## src/rtl/uart_pkg.sv

```systemverilog
// uart_pkg: shared definitions for the UART blocks.
//   - state encoding for the transmitter FSM
//   - MAX_DATA_BITS, the widest supported payload
//   - clamp_bits(): maps an amountBits request onto the legal 1..8 range
package uart_pkg;

  localparam int unsigned MAX_DATA_BITS = 8;

  localparam logic [2:0] ST_IDLE     = 3'd0;
  localparam logic [2:0] ST_WAIT_CTS = 3'd1;
  localparam logic [2:0] ST_START    = 3'd2;
  localparam logic [2:0] ST_DATA     = 3'd3;
  localparam logic [2:0] ST_PARITY   = 3'd4;
  localparam logic [2:0] ST_STOP     = 3'd5;

  typedef enum logic [2:0] {
    IDLE     = ST_IDLE,
    WAIT_CTS = ST_WAIT_CTS,
    START    = ST_START,
    DATA     = ST_DATA,
    PARITY   = ST_PARITY,
    STOP     = ST_STOP
  } uart_state_e;

  // 0 or anything above MAX_DATA_BITS selects a full byte.
  function automatic logic [3:0] clamp_bits(input logic [3:0] amt);
    if (amt == 4'd0 || amt > 4'(MAX_DATA_BITS)) begin
      return 4'(MAX_DATA_BITS);
    end
    return amt;
  endfunction

endpackage

```

## src/rtl/uart_baud_tick.sv

```systemverilog
// uart_baud_tick: bit-period down-counter for the UART transmitter.
// Ports:
//   clk, rst  - clock, synchronous active-high reset
//   clear     - restart a full bit period (frame start)
//   tick      - high in the last cycle of each bit period
//   pre_tick  - high one cycle before tick (never high when CLKS_PER_BIT=1)
module uart_baud_tick #(
  parameter int unsigned CLKS_PER_BIT = 1
) (
  input  logic clk,
  input  logic rst,
  input  logic clear,
  output logic tick,
  output logic pre_tick
);

  localparam int unsigned CNT_W  = 16;
  localparam logic [CNT_W-1:0] RELOAD = CNT_W'(CLKS_PER_BIT - 1);

  logic [CNT_W-1:0] cnt_q;

  // Reload on clear or at every bit boundary, otherwise count down.
  always_ff @(posedge clk) begin
    if (rst) begin
      cnt_q <= '0;
    end else if (clear || cnt_q == '0) begin
      cnt_q <= RELOAD;
    end else begin
      cnt_q <= cnt_q - CNT_W'(1);
    end
  end

  assign tick     = (cnt_q == '0);
  assign pre_tick = (cnt_q == CNT_W'(1));

endmodule

```

## src/rtl/uart_tx.sv

```systemverilog
// uart_tx: configurable UART transmitter (start, 1-8 data bits LSB first,
// optional parity, one or two stop bits, optional CTS gating).
// Build option: define UART_TX_PARITY_EN to build the parity bit logic;
// without it parity/even are ignored and no PARITY state is reachable.
// Ports:
//   clk, rst             - clock, synchronous active-high reset
//   start                - request a frame (taken only while busy=0)
//   data, amountBits     - payload and its width (0 or >8 means 8)
//   parity, even, stop   - parity enable, even/odd select, two stop bits
//   handshake, cts       - gate frame start on cts when handshake=1
//   tx, busy, done       - serial line, frame in progress, end-of-frame pulse
// The last cycle of the final stop bit is spent in IDLE with done=1 and
// busy=0, so a start in that cycle follows the frame with no extra gap.
module uart_tx
  import uart_pkg::*;
#(
  parameter int unsigned CLKS_PER_BIT = 1
) (
  input  logic       clk,
  input  logic       rst,
  input  logic       start,
  input  logic [7:0] data,
  input  logic [3:0] amountBits,
  input  logic       parity,
  input  logic       even,
  input  logic       stop,
  input  logic       handshake,
  input  logic       cts,
  output logic       tx,
  output logic       busy,
  output logic       done
);

  localparam bit SINGLE_CLK = (CLKS_PER_BIT == 1);

  uart_state_e state_q;
  logic        tx_q;
  logic        busy_q;
  logic        done_q;
  logic [7:0]  shadow_q;
  logic [2:0]  bit_idx_q;
  logic [2:0]  last_idx_q;
  logic        stop_cnt_q;
  logic        two_stop_q;

  logic        tick;
  logic        pre_tick;
  logic        clear_c;
  logic        finish_c;
  logic [3:0]  nbits_c;
  logic [7:0]  masked_c;

`ifdef UART_TX_PARITY_EN
  logic par_en_q;
  logic par_bit_q;
  logic par_bit_c;
`else
  logic unused_par_c;
  assign unused_par_c = parity ^ even;
`endif

  // Payload with bits at or above the requested width forced to zero.
  always_comb begin
    nbits_c  = clamp_bits(amountBits);
    masked_c = '0;
    for (int i = 0; i < MAX_DATA_BITS; i++) begin
      masked_c[i] = data[i] & (4'(i) < nbits_c);
    end
  end

`ifdef UART_TX_PARITY_EN
  assign par_bit_c = even ? (^masked_c) : (~^masked_c);
`endif

  // Restart the bit timer whenever the start bit is about to begin.
  assign clear_c = (state_q == IDLE && start) || (state_q == WAIT_CTS && cts);

  // Leave STOP one cycle early; the final stop cycle is the IDLE/done cycle.
  assign finish_c = SINGLE_CLK ? 1'b1 : ((stop_cnt_q == two_stop_q) && pre_tick);

  uart_baud_tick #(
    .CLKS_PER_BIT(CLKS_PER_BIT)
  ) u_baud (
    .clk     (clk),
    .rst     (rst),
    .clear   (clear_c),
    .tick    (tick),
    .pre_tick(pre_tick)
  );

  // Frame sequencer with registered tx/busy/done.
  always_ff @(posedge clk) begin
    if (rst) begin
      state_q    <= IDLE;
      tx_q       <= 1'b1;
      busy_q     <= 1'b0;
      done_q     <= 1'b0;
      shadow_q   <= '0;
      bit_idx_q  <= '0;
      last_idx_q <= '0;
      stop_cnt_q <= 1'b0;
      two_stop_q <= 1'b0;
`ifdef UART_TX_PARITY_EN
      par_en_q   <= 1'b0;
      par_bit_q  <= 1'b0;
`endif
    end else begin
      done_q <= 1'b0;
      case (state_q)
        IDLE: begin
          if (start) begin
            shadow_q   <= masked_c;
            last_idx_q <= 3'(nbits_c - 4'd1);
            two_stop_q <= stop;
            bit_idx_q  <= '0;
            stop_cnt_q <= 1'b0;
            busy_q     <= 1'b1;
`ifdef UART_TX_PARITY_EN
            par_en_q   <= parity;
            par_bit_q  <= par_bit_c;
`endif
            if (handshake && !cts) begin
              state_q <= WAIT_CTS;
              tx_q    <= 1'b1;
            end else begin
              state_q <= START;
              tx_q    <= 1'b0;
            end
          end
        end
        WAIT_CTS: begin
          if (cts) begin
            state_q <= START;
            tx_q    <= 1'b0;
          end
        end
        START: begin
          if (tick) begin
            state_q   <= DATA;
            bit_idx_q <= '0;
            tx_q      <= shadow_q[0];
          end
        end
        DATA: begin
          if (tick) begin
            if (bit_idx_q != last_idx_q) begin
              bit_idx_q <= bit_idx_q + 3'd1;
              tx_q      <= shadow_q[bit_idx_q + 3'd1];
            end
`ifdef UART_TX_PARITY_EN
            else if (par_en_q) begin
              state_q <= PARITY;
              tx_q    <= par_bit_q;
            end
`endif
            else if (SINGLE_CLK && !two_stop_q) begin
              // One-cycle single stop bit: the done cycle is the stop bit.
              state_q <= IDLE;
              tx_q    <= 1'b1;
              busy_q  <= 1'b0;
              done_q  <= 1'b1;
            end else begin
              state_q    <= STOP;
              tx_q       <= 1'b1;
              stop_cnt_q <= 1'b0;
            end
          end
        end
`ifdef UART_TX_PARITY_EN
        PARITY: begin
          if (tick) begin
            if (SINGLE_CLK && !two_stop_q) begin
              state_q <= IDLE;
              tx_q    <= 1'b1;
              busy_q  <= 1'b0;
              done_q  <= 1'b1;
            end else begin
              state_q    <= STOP;
              tx_q       <= 1'b1;
              stop_cnt_q <= 1'b0;
            end
          end
        end
`endif
        STOP: begin
          if (finish_c) begin
            state_q <= IDLE;
            tx_q    <= 1'b1;
            busy_q  <= 1'b0;
            done_q  <= 1'b1;
          end else if (tick) begin
            stop_cnt_q <= 1'b1;
          end
        end
        default: begin
          state_q <= IDLE;
          tx_q    <= 1'b1;
          busy_q  <= 1'b0;
        end
      endcase
    end
  end

  assign tx   = tx_q;
  assign busy = busy_q;
  assign done = done_q;

endmodule

```

## config.mk

```make
export PLATFORM = sky130hd
export DESIGN_NAME = uart_tx
export DESIGN_NICKNAME = d
export VERILOG_FILES = /design/src/rtl/uart_pkg.sv /design/src/rtl/uart_baud_tick.sv /design/src/rtl/uart_tx.sv
export SDC_FILE = /design/constraint.sdc
export NUM_CORES = 1
export LEC_CHECK = 0
export ABC_AREA = 1
export ABC_CLOCK_PERIOD_IN_PS = 1400
export CORE_ASPECT_RATIO = 1.2
export CORE_MARGIN = 10
export CORE_UTILIZATION = 45
export CTS_BUF_LIST = sky130_fd_sc_hd__clkbuf_2
export CTS_CLUSTER_DIAMETER = 50
export DETAILED_ROUTE_END_ITERATION = 10
export PLACE_DENSITY = 0.69
export SETUP_SLACK_MARGIN = 0.5
export SKIP_LAST_GASP = 1
export SYNTH_ARGS = -nofsm -noshare
export SYNTH_HDL_FRONTEND = slang
export SYNTH_SLANG_ARGS = --single-unit
```

## constraint.sdc

```tcl
create_clock -name clk -period 1.4 [get_ports clk]
set_input_delay 0.42 -clock clk [delete_from_list [all_inputs] [get_ports clk]]
set_output_delay 0.42 -clock clk [all_outputs]
set_load 0.01 [all_outputs]
```

==> metrics.md <==
| Metric | Value |
|---|---|
| Yosys warning total | 0 |
| Initial antenna violation count | 0 |
| Synth Register Bits | 37 |
| Max-cap violations | 0 |
| Worst hold path type | reg2reg |
| Fillers | 347 |
| PD cells | 1010 nW/um^2 |
| Largest net degree at the start of global routing | 13 |
| Port Buf Inserts | 20 |
| LEAKAGE | 1.57 nW |
| Synthesized area | 2050 um^2 |
| Critical path arrival | 1720 ps |
| # H-tree levels | 2 |
| Nets | 402 |
| Rows | 26 |
| Syn avg cell area | 6.73 um^2 |
| Deepest clock path buffer count | 2 |
| Cell Chain, Critical Path | buf_4, nor2_2, inv_1, nand2_1, nand2_2, nor2_2, nor2_1, nor2_1 |
| Worst slew pin tran | 252 ps |
| CTS tree | done |
| First-pass GRT wire length | 8.74 mm |
| Reg clk slew, reported paths | 200 ps |
| Final Wtd Congestion | 0.851 |
| Crit path kind | reg2reg |
| Crit-path max FO | 4 |
| Final period util | 0.989 |
| Post-synthesis sequential area ratio | 0.362 |
| CTS root buf | clkbuf_2 |
| CP Capture Type | flip-flop |
| Initial core utilization | 0.473 |
| Setup violators final | 0 |
| DIE WIDTH | 81.6 um |
| Number of flops mapped to enable cells by yosys | 0 |
| Non-filler cells, final | 434 |
| Worst path slowest cell | dfxtp_4 |
| Min Tclk post-route | 1380 ps |
| Layout area overhead | 56.2% |
| Share of cells above drive strength 1 | 0.437 |
| DRC viols | 0 |
| Antenna diodes | 0 |
| Total power | 3.22 mW |
| Synth Net Count | 329 |
| Post-Synthesis Cells | 304 |
| Clk sinks | 37 |
| Largest area contributor in the netlist | dfxtp_1 |
| Clock latency on the worst-skew pair | 380 ps |
| Placed Cells | 406 |
| I/O pin cnt | 23 |
| Post-synth top area share | 0.362 |
| Max-slew headroom | 0.832 |
| Vias per Instance | 4.89 |
| Crit path largest cell delay | 400 ps |
| Via count | 2,123 |
| Vias in the first global route | 2,100 |
| Largest cells by area after synthesis | dfxtp_1 36%, nand2_1 14%, inv_1 8.6% |
| Final wirelength | 5.35 mm |
| DRT antenna net count | 0 |
| Remaining global-route overflow | 0 |
| Outcome | finished, final reports clean |
| TritonRoute pass-1 iters | 4 |
| Clk_skew | 15.7 ps |
| Die Y | 93.9 um |
| Cell variety after synth | 31 |
| HPWL after DPL | 3.72 mm |
| Worst vdd ir | 0.931 mV |
| Max frequency | 0.722 GHz |
| Max Transition Viols Final | 0 |
| Post-CTS Hold Buffers | 0 |
| Ys async rst share | 0 |
| Setup TNS | 0 ps |
| Core area | 4330 um^2 |
| Total track usage | 0.141 |
| Worst Path Required | 1740 ps |
| Final Hold Vio Count | 0 |
| Startpoint Class | flip-flop |
| WL/cell | 12.3 um |
| Most common flop cell mapped by yosys | dfxtp_1 |
| Clock buffers created by TritonCTS | 5 |
| RSZ-0062 raised after global routing | true |
| Full die area | 7660 um^2 |
| Starting DRC count in detailed routing | 34 |
## power breakdown
group	switching (mW)	internal, mW
clock	0.366	0.478
combinational	0.605	0.531
sequential	0.0858	1.16
## final cells by class
cell class	count	area (um^2)	share of cell area
Multi-Input combinational cell	218	1460	0.458
Clock buffer	5	25.0	0.00783
Timing Repair Buffer	67	602	0.188
Sequential cell	37	772	0.241
Clock inverter	3	65.1	0.0204
Inverter	48	200	0.0626
Tap cell	56	70.1	0.0219
## metrics by stage
step,area [um^2],util,worst slack [ps],hold slack [ps]
final,3200,0.739,15.2,479
after global placement,2660,0.615,-474,425
after CTS,3000,0.694,47.6,484
after floorplan,2190,-,94.8,411
after global routing,3200,0.739,-65.9,508
after detailed placement,2660,0.615,-530,422
## cells by family after synthesis
group                      after synthesis  synth area share
and+or+nand+nor                        171             0.383
buffers and inverters                   50            0.0984
DFF                                     37             0.362
AOI/OAI and AO/OA                       37             0.109
adders and majority gates                5            0.0306
xor gates and xnor gates                 4            0.0171
## cell usage after synthesis, types with 2 or more instances
cell type	instances
nand2_1	75
inv_1	47
nor2_1	46
dfxtp_1	37
nand3_1	23
a21oi_1	14
o21ai_0	11
ha_1	5
nand2_2	4
nand3_2	4
nand4_1	4
nor2_2	4
nor2_4	3
o22ai_1	3
nand2_4	2
nand3b_1	2
o2111ai_1	2
o21ai_1	2
or2_2	2
xnor2_1	2
xor2_1	2
## what timing repair did
item                                    in CTS  in global routing
resized for setup                           65                 40
buffers inserted                            12                  7
endpoints found under the hold margin        0                  0
pin swaps                                   27                 31
endpoints found under the setup margin      40                 40
gates cloned                                 1                  0
## state kept, by name, summed over array words and instances, names as in the netlist
name,cells
bit_idx_q,3
tx,1
u_baud.cnt_q,16
busy,1
state_q,3
last_idx_q,3
shadow_q,8
done,1
two_stop_q,1
## critical path: cells and delay by family, from the launching register on
kind	cells	cell delay [ps]
and+or+nand+nor	6	680
buffers and inverters	2	260
DFF	1	400
## routing by layer
metal  part of all wire  vias up  track usage
li1                   -     1109            -
met1               0.40      975        0.140
met2               0.55       27        0.267
met3              0.026       12       0.0364
met4              0.025        0       0.0511
met5                  0        -            0
## layout by cell type (no fill, tap or decap), types with 9 or more instances in the layout
cell type        instances
o21ai_1                  9
dfxtp_1                 20
nand3_1                 14
inv_1                   37
nor2_4                  16
clkdlybuf4s50_1         13
nand2_2                 12
nand3_2                 10
nand2_1                 62
dfxtp_2                 13
nor2_1                  31
buf_4                   38
## path summary, 6_finish.rpt
check        slack, ps  startpoint  cells past startpoint            to
max                 20  state_q[2]                      8  bit_idx_q[0]
min                480        busy                      2          busy
max reg2reg         20  state_q[2]                      8  bit_idx_q[0]
min reg2reg        480        busy                      2          busy
Note: power is estimated with default switching activity, not from simulation.
